`config.mk`:
```
export PLATFORM = sky130hd
export DESIGN_NAME = slink_tx_block_sched
export DESIGN_NICKNAME = d
export VERILOG_FILES = /design/src/rtl/slink_tx_block_sched.sv
export SDC_FILE = /design/constraint.sdc
export NUM_CORES = 1
export LEC_CHECK = 0
export CAP_MARGIN = 20
export CORE_MARGIN = 1.5
export CORE_UTILIZATION = 35
export DETAILED_ROUTE_END_ITERATION = 6
export PLACE_DENSITY = 0.74
export REMOVE_ABC_BUFFERS = 1
export SYNTH_ARGS = -nofsm -noshare
export SYNTH_HDL_FRONTEND = slang
export SYNTH_SLANG_ARGS = --single-unit
```
`constraint.sdc`:
```
create_clock -name clk -period 1.85 [get_ports clk]
set_input_delay 0.555 -clock clk [delete_from_list [all_inputs] [get_ports clk]]
set_output_delay 0.555 -clock clk [all_outputs]
set_load 0.01 [all_outputs]
```
`src/rtl/slink_tx_block_sched.sv`:
```
// Sideband link transmit block scheduler.
// Cuts the upstream word stream into 128-bit blocks for the gearbox, attaches
// the sync header on the first word of each block, and inserts one slip cycle
// per gearbox period so the extra header bits can drain.
module slink_tx_block_sched #(
  parameter int DATA_WIDTH = 16
) (
  input  logic                  clk,
  input  logic                  reset,
  input  logic                  enable,
  input  logic                  encode_mode,
  input  logic [DATA_WIDTH-1:0] link_data,
  input  logic                  link_valid,
  input  logic                  link_os,
  output logic                  link_ready,
  output logic [DATA_WIDTH-1:0] gb_data,
  output logic [3:0]            gb_syncheader,
  output logic                  gb_startblock,
  output logic                  gb_datavalid,
  output logic                  gb_enable,
  output logic                  gb_encode_mode,
  output logic                  busy,
  output logic                  underrun
);

  localparam int unsigned WPB = 128 / DATA_WIDTH;
  localparam int unsigned WW  = $clog2(WPB);
  localparam int unsigned BW  = $clog2(DATA_WIDTH / 2);

  localparam logic [WW-1:0] W_LAST   = WW'(WPB - 1);
  localparam logic [BW-1:0] B_LAST_0 = BW'(DATA_WIDTH / 2 - 1);
  localparam logic [BW-1:0] B_LAST_1 = BW'(DATA_WIDTH / 4 - 1);

  typedef enum logic [1:0] {
    IDLE   = 2'd0,
    ACTIVE = 2'd1,
    SLIP   = 2'd2
  } state_t;

  state_t        state;
  logic [WW-1:0] wcnt;
  logic [BW-1:0] bcnt;
  logic          mode_q;
  logic          stop_pending;
  logic          stop_req;
  logic [BW-1:0] b_last;
  logic          os_eff;

  assign b_last         = mode_q ? B_LAST_1 : B_LAST_0;
  assign gb_encode_mode = mode_q;
  assign busy           = (state != IDLE);

  // Block/period sequencing; a stop request is held in stop_req until the
  // current block ends, then promoted to stop_pending so the block in flight
  // still completes with real data.
  always_ff @(posedge clk or posedge reset) begin
    if (reset) begin
      state        <= IDLE;
      wcnt         <= '0;
      bcnt         <= '0;
      mode_q       <= 1'b0;
      stop_pending <= 1'b0;
      stop_req     <= 1'b0;
    end else begin
      case (state)
        IDLE: begin
          if (enable) begin
            mode_q       <= encode_mode;
            wcnt         <= '0;
            bcnt         <= '0;
            stop_pending <= 1'b0;
            stop_req     <= 1'b0;
            state        <= ACTIVE;
          end
        end
        ACTIVE: begin
          if (!enable) stop_req <= 1'b1;
          if (wcnt == W_LAST) begin
            wcnt <= '0;
            if (!enable || stop_req) stop_pending <= 1'b1;
            if (bcnt == b_last) begin
              bcnt  <= '0;
              state <= SLIP;
            end else begin
              bcnt <= bcnt + BW'(1);
            end
          end else begin
            wcnt <= wcnt + WW'(1);
          end
        end
        SLIP: begin
          if (stop_pending) begin
            stop_pending <= 1'b0;
            stop_req     <= 1'b0;
            state        <= IDLE;
          end else begin
            if (!enable) stop_pending <= 1'b1;
            state <= ACTIVE;
          end
        end
        default: state <= IDLE;
      endcase
    end
  end

  // Gearbox-side outputs, zero-latency from the link inputs.
  always_comb begin
    link_ready    = 1'b0;
    gb_data       = '0;
    gb_syncheader = '0;
    gb_startblock = 1'b0;
    gb_datavalid  = 1'b0;
    gb_enable     = 1'b0;
    underrun      = 1'b0;
    os_eff        = link_os && link_valid && !stop_pending;
    case (state)
      ACTIVE: begin
        gb_enable     = 1'b1;
        gb_datavalid  = 1'b1;
        gb_startblock = (wcnt == '0);
        if (!stop_pending) begin
          link_ready = 1'b1;
          if (link_valid) gb_data = link_data;
          else if (wcnt != '0) underrun = 1'b1;
        end
        if (wcnt == '0) begin
          if (mode_q) gb_syncheader = os_eff ? 4'b1100 : 4'b0011;
          else        gb_syncheader = {2'b00, os_eff ? 2'b01 : 2'b10};
        end
      end
      SLIP: gb_enable = 1'b1;
      default: ;
    endcase
  end

endmodule

```
==> impl_metrics.json <==
{
  "ctsHoldBuffers": 0,
  "wl_per_cell_um": 15.0,
  "vias_per_cell": 5.01,
  "drt_wl_total_mm": 3.14,
  "synthCells": 102,
  "yosysUniqueCellTypes": 37,
  "remaining_drc_errors": 0,
  "clk_latency_ns": 0.27,
  "ys.flop_type": "dfrtp_1",
  "min_path_type": "reg -> reg",
  "arrival_ns": 1.46,
  "post-place-ws_ns": -0.866,
  "slowest_delay_ns": 0.39,
  "path_clk_slew_ns": 0.08,
  "die_h_um": 54.5,
  "synth-edff-count": 0,
  "tns_ns": -2.91,
  "vias": 1047,
  "critical_path.top_delay_family": "flip-flops",
  "fp-row-count": 18,
  "ir_drop_v": 0.00108,
  "cpMaxStageDelayCell": "dfrtp_1",
  "gr-total-overflow": 0,
  "grt_use_total_pct": 21.7,
  "final_nets": 214,
  "gp_congestion": 0.817,
  "max_freq_mhz": 496,
  "required_ns": 1.29,
  "violations": "negative setup slack",
  "cp_max_fo": 3,
  "n_fill_cell": 181,
  "antenna_cells": 0,
  "io_buffer_count": 48,
  "io_pins": 49,
  "worstSetupEndpointType": "output pin",
  "power.density_nw_per_um2": 1310,
  "dr.pass1.iters": 4,
  "dieArea_um2": 2970,
  "initial_utilization_pct": 37.1,
  "criticalPathCategory": "reg -> out",
  "htreeDepth": 1,
  "dp.cells": 192,
  "synth_seq_cells": 11,
  "antenna_found_initial": 0,
  "cts_inserted_buffers": 3,
  "root_buffer": "clkbuf_4",
  "crit_cells": 7,
  "maxSlewViolCount": 0,
  "path_buf_inv": 4,
  "finalWorstSetupSlack_ns": -0.168,
  "async_flop_share_pct": 100,
  "drtIter0Drc": 20,
  "p_leak_uw": 0.000891,
  "ant_nets": 0,
  "ys_seq_area_share_pct": 29.6,
  "grt_pass1_wl_mm": 4.67,
  "status": "finished with violations",
  "area_growth_pct": 94.9,
  "netlist_area_um2": 928,
  "tritoncts": "yes",
  "clock_skew_ns": 0.00581,
  "core_area_um2": 2500,
  "reg2regPathDepth": 8,
  "stdcell_count": 209,
  "period_needed_ns": 2.02,
  "min_path_cells": 2,
  "grt_pass1_vias": 1032,
  "maxCapViolations": 0,
  "setup_viol": 23,
  "drive_gt1_share_pct": 54.7,
  "avgSynthCellArea_um2": 9.10,
  "fp.dieW_um": 54.5,
  "rsz0062_at_grt": "yes",
  "grt_max_degree": 15,
  "worstMarginPinSlew_ns": 0.449,
  "clock-sinks": 11,
  "slew_headroom_pct": 70.1,
  "cts_buffer_depth": 2,
  "yosysWarnings": 0,
  "worstPathCellList": "inv_2, ha_4, inv_4, nor2_4, buf_4, and3_1, buf_2",
  "start_kind": "register",
  "period_share_pct": 109,
  "hold_viol": 0,
  "hpwl_mm": 2.13
}
==> flip-flops by register name, indices dropped and copies added (netlist names) <==
| signal | flops |
|---|---|
| bcnt | 3 |
| gb_encode_mode | 1 |
| state | 2 |
| stop_pending | 1 |
| stop_req | 1 |
| wcnt | 3 |
==> timing repair <==
action	4_1_cts	5_1_grt
gates resized for setup	140	32
setup endpoints to repair	27	27
pin swaps	12	10
buffers inserted	11	4
==> cells by family after synthesis <==
family / synth area share [%]
AND/OR/NAND/NOR: 25.7
XOR/XNOR: 0.944
flip-flops: 29.6
AO/OA/AOI/OAI: 14.8
multiplexers: 4.58
adder cells (fa/ha/maj): 16.2
buffers and inverters: 8.08
==> placed cells by master, fill, tap and decap left out, types with 5 or more instances in the layout <==
cell type / netlist / layout
dfrtp_1: 11 / 11
and3_1: 18 / 6
inv_1: 12 / 6
buf_4: 2 / 24
inv_2: 0 / 5
buf_2: 1 / 10
and3_4: 0 / 12
buf_6: 0 / 22
nand2_1: 6 / 6
clkdlybuf4s50_1: 0 / 19
ha_1: 12 / 5
ha_4: 0 / 5
==> worst paths after layout <==
path	slack, ns	end	start
worst max-delay path	-0.17	gb_data[1]	state[1]
worst max register to register	0.11	state[0]	wcnt[0]
worst min register to register	0.53	bcnt[1]	bcnt[1]
worst min-delay path	0.53	bcnt[1]	bcnt[1]
max in group asynchronous	0.95	gb_encode_mode	reset
min in group asynchronous	0.59	wcnt[1]	reset
==> final cells by class <==
cell class                 count  area, µm²  area share (%)
multi-input combinational     74        734            40.6
timing repair buffer          77        682            37.7
sequential                    11        275            15.2
inverter                      13       53.8            2.97
tap                           30       37.5            2.07
clock buffer                   4       26.3            1.45
==> metal layers <==
layer	vias to the layer above	global-route usage, %	share of wire, %	routed length, µm
met5	-	0	0	0
met4	0	5.83	0.51	16
met3	2	1.91	2.0	64
met2	16	38.4	55	1720
met1	519	28.0	43	1340
li1	510	-	-	-
==> through the flow <==
step	hold slack (ns)	total power, µW	cell area (µm²)	utilization, %
global route	0.574	2540	1810	72.4
finish	0.525	2360	1810	72.4
CTS	0.526	2140	1660	66.6
floorplan	0.407	1080	905	-
global placement	0.498	1720	1540	61.7
detailed placement	0.505	1770	1540	61.7
==> cells in the mapped netlist, drive strengths merged, types with 2 or more instances <==
cell	instances	area, µm²
nor2	2	15.0
mux2i	2	20.0
mux2	2	22.5
nand2	6	22.5
inv	13	51.3
nor4	3	18.8
dfrtp	11	275
ha	12	150
nor3	2	21.3
buf	3	20.0
a21oi	3	18.8
nor2b	3	18.8
a22o	2	17.5
and3	18	113
o21ai	6	33.8
==> report_power, final <==
group          leakage [µW]  internal, µW  total (µW)  switching, µW
combinational      0.000733           987        1790            802
clock             0.0000150          83.3         170           86.5
sequential         0.000143           331         405           73.5
==> worst reg2reg max path: stages, from the launching register on <==
cell	delay [ns]
dfrtp_1	0.40
buf_4	0.14
buf_4	0.13
ha_1	0.20
ha_2	0.22
nand2_1	0.16
nor3_4	0.06
a21oi_2	0.13
mux2i_1	0.23
Power figures use the tool's default switching activity.
